## src/rtl/servo_pkg.sv

```systemverilog
// Shared definitions for the servo command path: sizes, sequencer state encoding
// and the saturating duty arithmetic used by the sweep sequencer.
package servo_pkg;

    localparam int NUM_SERVOS = 4;
    localparam int DUTY_W     = 8;
    localparam int ADDR_W     = 2;

    typedef enum logic [1:0] {
        ST_IDLE = 2'd0,
        ST_EVAL = 2'd1,
        ST_LOAD = 2'd2
    } seq_state_e;

    // One slew step toward tgt; the 9-bit compare keeps both directions free of wrap.
    function automatic logic [DUTY_W-1:0] slew_duty(
        input logic [DUTY_W-1:0] cur,
        input logic [DUTY_W-1:0] tgt,
        input logic [DUTY_W:0]   step
    );
        logic [DUTY_W:0] c9;
        logic [DUTY_W:0] t9;
        logic [DUTY_W:0] res;
        c9 = {1'b0, cur};
        t9 = {1'b0, tgt};
        if (c9 < t9) begin
            res = (t9 > (c9 + step)) ? (c9 + step) : t9;
        end else if (c9 > t9) begin
            res = (c9 > (t9 + step)) ? (c9 - step) : t9;
        end else begin
            res = c9;
        end
        return res[DUTY_W-1:0];
    endfunction

    function automatic logic [DUTY_W-1:0] clamp_duty(
        input logic [DUTY_W-1:0] val,
        input logic [DUTY_W-1:0] lo,
        input logic [DUTY_W-1:0] hi
    );
        logic [DUTY_W-1:0] res;
        if (val < lo) begin
            res = lo;
        end else if (val > hi) begin
            res = hi;
        end else begin
            res = val;
        end
        return res;
    endfunction

endpackage

```

## src/rtl/servo_sweep_sequencer_if.sv

```systemverilog
// Target-write and controller-load bundle between host logic, the sweep
// sequencer and the servo controller.
interface servo_sweep_sequencer_if;
    import servo_pkg::*;

    logic              wr_en;
    logic [ADDR_W-1:0] wr_addr;
    logic [DUTY_W-1:0] wr_data;
    logic              load;
    logic [ADDR_W-1:0] servo_address;
    logic [DUTY_W-1:0] switch_duty_cycle;

    modport master (
        output wr_en, wr_addr, wr_data,
        input  load, servo_address, switch_duty_cycle
    );

    modport slave (
        input  wr_en, wr_addr, wr_data,
        output load, servo_address, switch_duty_cycle
    );

endinterface

```

## src/rtl/servo_tick_gen.sv

```systemverilog
// Free-running step-tick divider: one-cycle tick each time the counter wraps
// from TICK_DIV-1 back to 0.
module servo_tick_gen #(
    parameter int unsigned TICK_DIV = 50000
) (
    input  logic clock,
    input  logic reset,
    output logic tick
);

    localparam int CNT_W = $clog2(TICK_DIV);
    localparam logic [CNT_W-1:0] CNT_LAST = CNT_W'(TICK_DIV - 1);
    localparam logic [CNT_W-1:0] CNT_PRE  = CNT_W'(TICK_DIV - 2);

    logic [CNT_W-1:0] cnt_q;
    logic [CNT_W-1:0] cnt_d;
    logic             tick_q;
    logic             tick_d;

    // Tick is registered one count early so it is high while the counter sits at its last value.
    always_comb begin
        cnt_d  = cnt_q;
        tick_d = 1'b0;
        if (cnt_q == CNT_LAST) begin
            cnt_d = {CNT_W{1'b0}};
        end else begin
            cnt_d = cnt_q + 1'b1;
        end
        tick_d = (cnt_q == CNT_PRE);
    end

    // Counter and tick registers.
    always_ff @(posedge clock) begin
        if (reset) begin
            cnt_q  <= {CNT_W{1'b0}};
            tick_q <= 1'b0;
        end else begin
            cnt_q  <= cnt_d;
            tick_q <= tick_d;
        end
    end

    assign tick = tick_q;

endmodule

```

## src/rtl/servo_sweep_sequencer.sv

```systemverilog
// Holds per-servo target/current duty and, once per step tick, slews each servo
// toward its target, issuing a one-cycle load for every changed or dirty servo.
module servo_sweep_sequencer
    import servo_pkg::*;
#(
    parameter int unsigned TICK_DIV  = 50000,
    parameter int unsigned STEP      = 1,
    parameter int unsigned DUTY_MIN  = 0,
    parameter int unsigned DUTY_MAX  = 255,
    parameter int unsigned DUTY_INIT = 0
) (
    input  logic                    clock,
    input  logic                    reset,
    servo_sweep_sequencer_if.slave  bus,
    output logic                    busy,
    output logic                    all_settled
);

    localparam logic [DUTY_W:0]   STEP_C = (DUTY_W + 1)'(STEP);
    localparam logic [DUTY_W-1:0] DMIN_C = DUTY_W'(DUTY_MIN);
    localparam logic [DUTY_W-1:0] DMAX_C = DUTY_W'(DUTY_MAX);
    localparam logic [DUTY_W-1:0] INIT_C = DUTY_W'(DUTY_INIT);

    seq_state_e             state_q, state_d;
    logic [ADDR_W-1:0]      idx_q, idx_d;
    logic [DUTY_W-1:0]      cur_q [NUM_SERVOS];
    logic [DUTY_W-1:0]      cur_d [NUM_SERVOS];
    logic [DUTY_W-1:0]      tgt_q [NUM_SERVOS];
    logic [DUTY_W-1:0]      tgt_d [NUM_SERVOS];
    logic [NUM_SERVOS-1:0]  dirty_q, dirty_d;
    logic                   load_q, load_d;
    logic [ADDR_W-1:0]      addr_q, addr_d;
    logic [DUTY_W-1:0]      duty_q, duty_d;
    logic                   busy_q, busy_d;
    logic                   settled_q, settled_d;
    logic                   tick_s;
    logic [DUTY_W-1:0]      eval_val_s;

    servo_tick_gen #(.TICK_DIV(TICK_DIV)) u_tick (
        .clock (clock),
        .reset (reset),
        .tick  (tick_s)
    );

    assign eval_val_s = slew_duty(cur_q[idx_q], tgt_q[idx_q], STEP_C);

    // Sequencer next state, slew update, load outputs and target writes.
    always_comb begin
        state_d   = state_q;
        idx_d     = idx_q;
        cur_d     = cur_q;
        tgt_d     = tgt_q;
        dirty_d   = dirty_q;
        load_d    = 1'b0;
        addr_d    = addr_q;
        duty_d    = duty_q;
        settled_d = (dirty_q == {NUM_SERVOS{1'b0}});

        case (state_q)
            ST_IDLE: begin
                if (tick_s) begin
                    state_d = ST_EVAL;
                    idx_d   = {ADDR_W{1'b0}};
                end else begin
                    state_d = ST_IDLE;
                end
            end
            ST_EVAL: begin
                cur_d[idx_q] = eval_val_s;
                if ((eval_val_s != cur_q[idx_q]) || dirty_q[idx_q]) begin
                    state_d = ST_LOAD;
                    load_d  = 1'b1;
                    addr_d  = idx_q;
                    duty_d  = eval_val_s;
                end else if (idx_q == 2'd3) begin
                    state_d = ST_IDLE;
                end else begin
                    idx_d = idx_q + 2'd1;
                end
            end
            ST_LOAD: begin
                if (cur_q[idx_q] == tgt_q[idx_q]) begin
                    dirty_d[idx_q] = 1'b0;
                end else begin
                    dirty_d[idx_q] = dirty_q[idx_q];
                end
                if (idx_q == 2'd3) begin
                    state_d = ST_IDLE;
                end else begin
                    state_d = ST_EVAL;
                    idx_d   = idx_q + 2'd1;
                end
            end
            default: begin
                state_d = ST_IDLE;
                idx_d   = {ADDR_W{1'b0}};
            end
        endcase

        // A write always lands and overrides any dirty clear in the same cycle.
        if (bus.wr_en) begin
            tgt_d[bus.wr_addr]   = clamp_duty(bus.wr_data, DMIN_C, DMAX_C);
            dirty_d[bus.wr_addr] = 1'b1;
        end else begin
            dirty_d = dirty_d;
        end

        for (int i = 0; i < NUM_SERVOS; i++) begin
            settled_d = settled_d & (cur_q[i] == tgt_q[i]);
        end
        busy_d = (state_d != ST_IDLE);
    end

    // State, register file and registered outputs.
    always_ff @(posedge clock) begin
        if (reset) begin
            state_q   <= ST_IDLE;
            idx_q     <= {ADDR_W{1'b0}};
            for (int i = 0; i < NUM_SERVOS; i++) begin
                cur_q[i] <= INIT_C;
                tgt_q[i] <= INIT_C;
            end
            dirty_q   <= {NUM_SERVOS{1'b1}};
            load_q    <= 1'b0;
            addr_q    <= {ADDR_W{1'b0}};
            duty_q    <= INIT_C;
            busy_q    <= 1'b0;
            settled_q <= 1'b0;
        end else begin
            state_q   <= state_d;
            idx_q     <= idx_d;
            cur_q     <= cur_d;
            tgt_q     <= tgt_d;
            dirty_q   <= dirty_d;
            load_q    <= load_d;
            addr_q    <= addr_d;
            duty_q    <= duty_d;
            busy_q    <= busy_d;
            settled_q <= settled_d;
        end
    end

    assign bus.load              = load_q;
    assign bus.servo_address     = addr_q;
    assign bus.switch_duty_cycle = duty_q;
    assign busy                  = busy_q;
    assign all_settled           = settled_q;

endmodule

```

## src/flat_wrapper.sv

```systemverilog
// flat-port wrapper written by rule: the top's interface ports become plain ports
module servo_sweep_sequencer_flat import servo_pkg::*;
#(
    parameter int unsigned TICK_DIV  = 50000,
    parameter int unsigned STEP      = 1,
    parameter int unsigned DUTY_MIN  = 0,
    parameter int unsigned DUTY_MAX  = 255,
    parameter int unsigned DUTY_INIT = 0
)
  (clock, reset, busy, all_settled, bus_wr_en, bus_wr_addr, bus_wr_data, bus_load, bus_servo_address, bus_switch_duty_cycle);
  servo_sweep_sequencer_if bus_i ();
  input  logic clock;
  input  logic reset;
  output logic busy;
  output logic all_settled;
  input wire logic [$bits(bus_i.wr_en)-1:0] bus_wr_en;
  input wire logic [$bits(bus_i.wr_addr)-1:0] bus_wr_addr;
  input wire logic [$bits(bus_i.wr_data)-1:0] bus_wr_data;
  output wire logic [$bits(bus_i.load)-1:0] bus_load;
  output wire logic [$bits(bus_i.servo_address)-1:0] bus_servo_address;
  output wire logic [$bits(bus_i.switch_duty_cycle)-1:0] bus_switch_duty_cycle;
  assign bus_i.wr_en = bus_wr_en;
  assign bus_i.wr_addr = bus_wr_addr;
  assign bus_i.wr_data = bus_wr_data;
  assign bus_load = bus_i.load;
  assign bus_servo_address = bus_i.servo_address;
  assign bus_switch_duty_cycle = bus_i.switch_duty_cycle;
  servo_sweep_sequencer #(.TICK_DIV(TICK_DIV), .STEP(STEP), .DUTY_MIN(DUTY_MIN), .DUTY_MAX(DUTY_MAX), .DUTY_INIT(DUTY_INIT)) u_core (.clock(clock), .reset(reset), .bus(bus_i), .busy(busy), .all_settled(all_settled));
endmodule
```

## config.mk

```make
export PLATFORM = sky130hd
export DESIGN_NAME = servo_sweep_sequencer_flat
export DESIGN_NICKNAME = d
export VERILOG_FILES = /design/src/rtl/servo_pkg.sv /design/src/rtl/servo_sweep_sequencer_if.sv /design/src/rtl/servo_tick_gen.sv /design/src/rtl/servo_sweep_sequencer.sv /design/src/flat_wrapper.sv
export SDC_FILE = /design/constraint.sdc
export NUM_CORES = 1
export LEC_CHECK = 0
export ABC_CLOCK_PERIOD_IN_PS = 9000
export BUFFER_PORTS_ARGS = -buffer_cell sky130_fd_sc_hd__buf_2
export CORE_MARGIN = 8
export CORE_UTILIZATION = 60
export CTS_CLUSTER_DIAMETER = 80
export DETAILED_ROUTE_END_ITERATION = 6
export GPL_TIMING_DRIVEN = 0
export PLACE_DENSITY_LB_ADDON = 0.05
export SYNTH_ARGS = -nofsm -noshare
export SYNTH_HDL_FRONTEND = slang
export SYNTH_SLANG_ARGS = --single-unit
```

## constraint.sdc

```tcl
create_clock -name clock -period 9 [get_ports clock]
set_input_delay 1.35 -clock clock [delete_from_list [all_inputs] [get_ports clock]]
set_output_delay 1.35 -clock clock [all_outputs]
set_load 0.02 [all_outputs]
```

# After elaboration in Yosys (flattened, before gate mapping)
# Cells that the tools add are included.
[word_totals]
out_inout_bits = 13
elab_cells = 111
reg_bits = 102
input_bits = 13
[op_classes]
bitwise_logic = 10
n_reduce_logical = 12
n_addsub = 5
n_eq_ne = 13
order_cmp = 14
n_mux = 39
[op_table]
columns = ["operator", "n"]
rows = [
  ["$mux W8", 13],
  ["$bwmux W32", 2],
  ["$eq A8 B8 Y1", 5],
  ["$bmux W8 S2", 2],
  ["$demux W8 S2", 2],
  ["$eq A16 B16 Y1 const B", 2],
  ["$add A8 B1 Y9 const B", 2],
  ["$gt A8 B9 Y1", 2],
  ["$add A16 B1 Y16 const B", 1],
  ["$mux W4", 3],
  ["$pmux W2 S3", 2],
  ["$mux W2", 5],
  ["$gt A8 B8 Y1", 1],
  ["$gt A8 B8 Y1 const B", 1],
  ["$lt A8 B1 Y1 const B", 1],
  ["$lt A8 B8 Y1", 1],
  ["$ne A8 B8 Y1", 1],
  ["$sub A8 B1 Y8 const B", 1],
  ["$ge A3 B3 Y1 const B", 2],
  ["$lt A2 B3 Y1 const B", 2],
  ["$lt A3 B1 Y1 const B", 2],
  ["$mux W1", 6],
  ["$not A2 Y3", 2],
  ["$and A1 B1 Y1", 4],
  ["19 further kinds", 28],
]

# Longest topological paths before layout
[depth]
ltp_word = 14
ltp_mapped = 22
depth_no_buf = 18

# Modules after synthesis
# From an unflattened synthesis, not the netlist that was laid out.
[hier_totals]
cells_unflattened = 775
hier_area_um2 = 6522.5
[by_module_without_submodules]
columns = ["module", "instances", "seq_area_each_um2", "cells_per_inst", "area_per_inst_um2"]
rows = [
  ["servo_sweep_sequencer", 1, 1701.6, 692, 5704.2],
  ["servo_tick_gen", 1, 340.3, 83, 818.3],
]

# Least setup slack after synthesis
# No wires, ideal clock.
[synth_timing]
path_kind = "reg2reg"
startpoint = "register u_core.idx_q[0]"
endpoint = "register u_core.duty_q[6], in the netlist u_core.bus.switch_duty_cycle[6]"
period_less_slack_ns = 5.073
n_path_buf = 4
arrival_time_ns = 4.952
path_slack_ns = 3.927
t_required_ns = 8.879
path_stages_with_launch = 22
setup_ns = 0.121
path_cell_list = "dfxtp_1 buf_6 buf_6 buf_2 mux4_2 ha_1 nor2b_1 o2bb2ai_1 nand2_1 xnor2_1 ha_1 nand4_1 or3_1 o211a_1 clkbuf_1 o2111ai_1 o31ai_1 or4_1 a22oi_1 nand4_1 nand2_1 mux2_2"
[synth_via]
elab_chain_len = 12
word_cells_on_any_way = 23
cone_classes = "add/sub: 3; order compare: 4; eq/ne: 1; mux: 12; bitwise: 1; reduce/logical: 2"
[synth_lines]
columns = ["element", "line_no", "source"]
rows = [
  ["from (decl)", "servo_sweep_sequencer.sv:25", "logic [ADDR_W-1:0] idx_q, idx_d;"],
  ["from (signal assigned)", "servo_sweep_sequencer.sv:118", "idx_q <= {ADDR_W{1'b0}};"],
  ["from (signal assigned)", "servo_sweep_sequencer.sv:131", "idx_q <= idx_d;"],
  ["$not A2 Y3 (not written as such)", "servo_sweep_sequencer.sv:45, servo_sweep_sequencer.sv:70", ""],
  ["$bmux W8 S2", "servo_sweep_sequencer.sv:45", "assign eval_val_s = slew_duty(cur_q[idx_q], tgt_q[idx_q], STEP_C);"],
  ["$mux W8 (not written as such) (2 in series)", "servo_sweep_sequencer.sv:45", ""],
  ["$add A8 B1 Y9", "servo_pkg.sv:29", "res = (c9 > (t9 + step)) ? (c9 - step) : t9;"],
  ["$gt A8 B9 Y1", "servo_pkg.sv:29", ""],
  ["$mux W8", "servo_pkg.sv:29", ""],
  ["$mux W8", "servo_pkg.sv:28", "end else if (c9 > t9) begin"],
  ["$mux W8", "servo_pkg.sv:26", "if (c9 < t9) begin"],
  ["$ne A8 B8 Y1", "servo_sweep_sequencer.sv:70", "if ((eval_val_s != cur_q[idx_q]) || dirty_q[idx_q]) begin"],
  ["$logic_or A1 B1 Y1", "servo_sweep_sequencer.sv:70", ""],
  ["$reduce_and A2 Y1 (no source line)", "-", ""],
  ["to (signal assigned)", "servo_sweep_sequencer.sv:137", "duty_q <= duty_d;"],
  ["to (decl)", "servo_sweep_sequencer.sv:33", "logic [DUTY_W-1:0] duty_q, duty_d;"],
]
# Several ways; a longest one is shown, not always the timed one. The select of a mux whose other input is x is not followed.
# A chain may end at the register's enable or synchronous reset.

# Worst setup path in the final report
# Ends and elaborated chain as after synthesis.

==> results.md <==
- Status: completed
- Vias in the first global route: 5735
- Area Growth Syn to Fin: 7.98%
- RSZ-0062 raised after global routing: no
- Average cell area after synthesis: 8.25 um2
- Post-route insts no fill: 949
- Setup Total Neg Slack: 0 ns
- Worst-Margin Slew: 0.961 ns
- CP Launch Type: flip-flop
- Max FO, Critical Path: 10
- Chip width: 119 um
- Max VDD drop: 169 uV
- Total global routing overflow: 0
- Worst hold start: u_core.dirty_q[0]
- Detailed Place HPWL: 14.3 mm
- Top FF cell, synth: dfxtp_1
- Skew-Pair Late Insertion Delay: 0.39 ns
- Top cells by area, synth: dfxtp_1, ha_1, nand2_1
- Most numerous cell in the Yosys netlist: nand2_1
- Largest net degree at the start of global routing: 19
- CTS tree: yes
- Area leader, netlist: dfxtp_1
- CP Class: flip-flop to flip-flop
- Iteration-0 DRC Markers: 493
- Placed cell area: 0.00666 mm2
- PD cells: 134 mW/mm2
- H-tree depth: 3
- Initial antenna violation count: 0
- CTS Buf Count: 9
- Worst path max stage delay: 0.70 ns
- LEAKAGE: 0.00261 uW
- Initial Util: 61.7%
- WL per Instance: 19.5 um
- Design area: 0.00688 mm2
- Die Y: 119 um
- Top Ports: 26
- WHS Endpoint: u_core.all_settled
- Synthesized area: 0.00637 mm2
- Yosys cell types: 67
- Post-synth top cells: nand2_1, dfxtp_1, nor2_1
- Post-synthesis sequential area ratio: 32.1%
- Fmax: 0.161 GHz
- Worst hold path type: flip-flop to flip-flop
- Gp weighted congestion: 0.984
- FF-to-FF setup slack: 2.80 ns
- Reg2reg path depth: 21
- GRT Util Overall: 26.5%
- NumNets Final: 857
- Vias per std cell: 6.31
- Worst setup EP type: flip-flop
- RR Startpoint: u_core.idx_q[0]
- Layout Skew: 0.0195 ns
- Register bit count reported by yosys: 102
- Row count: 37
- Vias: 5990
- Post-CTS sizing: 0
- DRT Pass-1 Iters: 5
- Dpl cells: 933
- Slew Viols, Final: 0
- I/O Buffers: 25
- Max Cap Viol: 0
- Synthesized netlist cell count: 772
- Final Cycle Share: 68.9%
- Share of cells above drive strength 1: 9.59%
- Post-synth EDFFs: 0
- Clock slew at reported path FFs: 0.11 ns
- Post-Route WL: 18.5 mm
- Clock Tree Root: clkbuf_8
- Die area: 0.0142 mm2
- Mapped Nets: 821
- Hold path cells: 1
- Critical-path cell list: buf_6, buf_6, buf_2, mux4_2, ha_1, nor2b_1, o2bb2ai_1, nand2_1, xnor2_1, ha_1, nand4_1, or3_1, o211a_1, clkbuf_1, o2111ai_1, o31ai_1, or4_1, a22oi_1, nand4_1, nand2_1, mux2_2
- Global-route wire length before repair: 30.1 mm
- Final hold vios: 0
- Required @ worst endpoint: 9.29 ns
- Clock Path Buffers: 2
- DRC: 0
- Final worst path period need: 6.20 ns
- Post-CTS Setup Bufs: 0
- Antenna viol nets, final: 0
- Sink Count: 102
- FFs w/ async S/R, synth: 0%
- Hold buffer count at cts: 0
- Antenna diode count: 0
- Final number of setup-violating endpoints: 0
- Rel. slew slack: 35.3%
- Core Region: 0.0103 mm2
- Slowest CP cell: mux4_2
- Synth top area share: 32.1%
- R2R Path End: u_core.bus.switch_duty_cycle[6]
- Worst endpoint data arrival time: 6.49 ns
- Ys Warns: 0
[critical path, delay by kind of cell (launching register included)]
kind | cells | cell delay [ns]
xor+xnor | 1 | 0.07
mux | 2 | 1.07
fa+ha+maj | 2 | 0.61
compound gates | 5 | 1.04
buf+inv | 4 | 0.93
simple gates | 7 | 1.97
flops | 1 | 0.40
[state kept, by name (all words and copies together) (netlist names), 2 cells and up]
name and cells:
u_core.cur_q 32, u_core.tgt_q 32, u_core.u_tick.cnt_q 16, u_core.bus.switch_duty_cycle 8, u_core.dirty_q 4, u_core.bus.servo_address 2
u_core.idx_q 2, u_core.state_q 2
[logic make-up after synthesis]
| family | after synthesis | synth area share [%] |
|---|---|---|
| and+or+nand+nor | 303 | 22.0 |
| AOI/OAI and AO/OA | 152 | 15.1 |
| DFF | 102 | 32.1 |
| buffers and inverters | 69 | 4.66 |
| xor gates and xnor gates | 63 | 8.66 |
| muxes | 47 | 10.4 |
| adders and majority gates | 36 | 7.07 |
[area by class of cell]
cell class | count | area [um2]
plain buffers | 41 | 191
clock buffers | 10 | 138
clock inverters | 6 | 75.1
fillers | 886 | 3450
inverters | 28 | 105
multi-input cells | 601 | 4030
flip-flops and latches | 102 | 2040
well taps | 136 | 170
repair buffers | 25 | 125
[routing by layer]
layer	global-route usage, %	part of all wire (%)
met3	5.81	9.2
met2	42.1	45
met4	11.5	2.6
met5	0	0
met1	34.0	43
[worst max-delay path by stage]
stage,startpoint,endpoint,slack (ns),cells after the start
floorplan,u_core.idx_q[0],u_core.bus.switch_duty_cycle[6],3.93,21
global placement,u_core.idx_q[0],u_core.bus.switch_duty_cycle[6],3.04,21
detailed placement,u_core.idx_q[0],u_core.bus.switch_duty_cycle[6],2.96,21
CTS,u_core.idx_q[0],u_core.bus.switch_duty_cycle[6],2.93,21
global route,u_core.idx_q[0],u_core.bus.switch_duty_cycle[6],2.49,21
finish,u_core.idx_q[0],u_core.bus.switch_duty_cycle[6],2.80,21
[per-stage QoR]
step / worst slack (ns) / hold WS, ns / power (uW) / utilization (%)
after floorplan: 3.93 / 0.415 / 567 / -
after global placement: 3.04 / 0.443 / 608 / 64.5
after detailed placement: 2.96 / 0.445 / 611 / 64.5
after CTS: 2.93 / 0.466 / 916 / 66.6
after global routing: 2.49 / 0.483 / 949 / 66.6
final: 2.80 / 0.467 / 921 / 66.6
[power by group]
part	leakage (uW)	switching (uW)	internal, uW
combinational	0.00168	97.1	46.5
clock	0.000111	174	141
sequential	0.000824	6.24	457
[cells in the final DEF, fill, tap and decap left out, types with 5 or more instances in the layout]
cell,n
buf_2,28
buf_4,5
o211ai_1,5
o21ai_0,20
xnor2_1,40
nor2_1,82
mux4_2,15
a21oi_1,63
or3_1,7
nor3_1,7
dfxtp_1,102
a211oi_1,16
nand2_1,118
nand4_1,18
xor2_1,23
clkbuf_1,26
o21a_1,5
ha_1,36
nor4_1,6
inv_1,26
and2_1,5
mux2i_1,29
o31ai_1,5
nand3_1,26
and3_1,13
clkbuf_8,10
buf_1,5
Note: power is estimated with default switching activity, not from simulation.
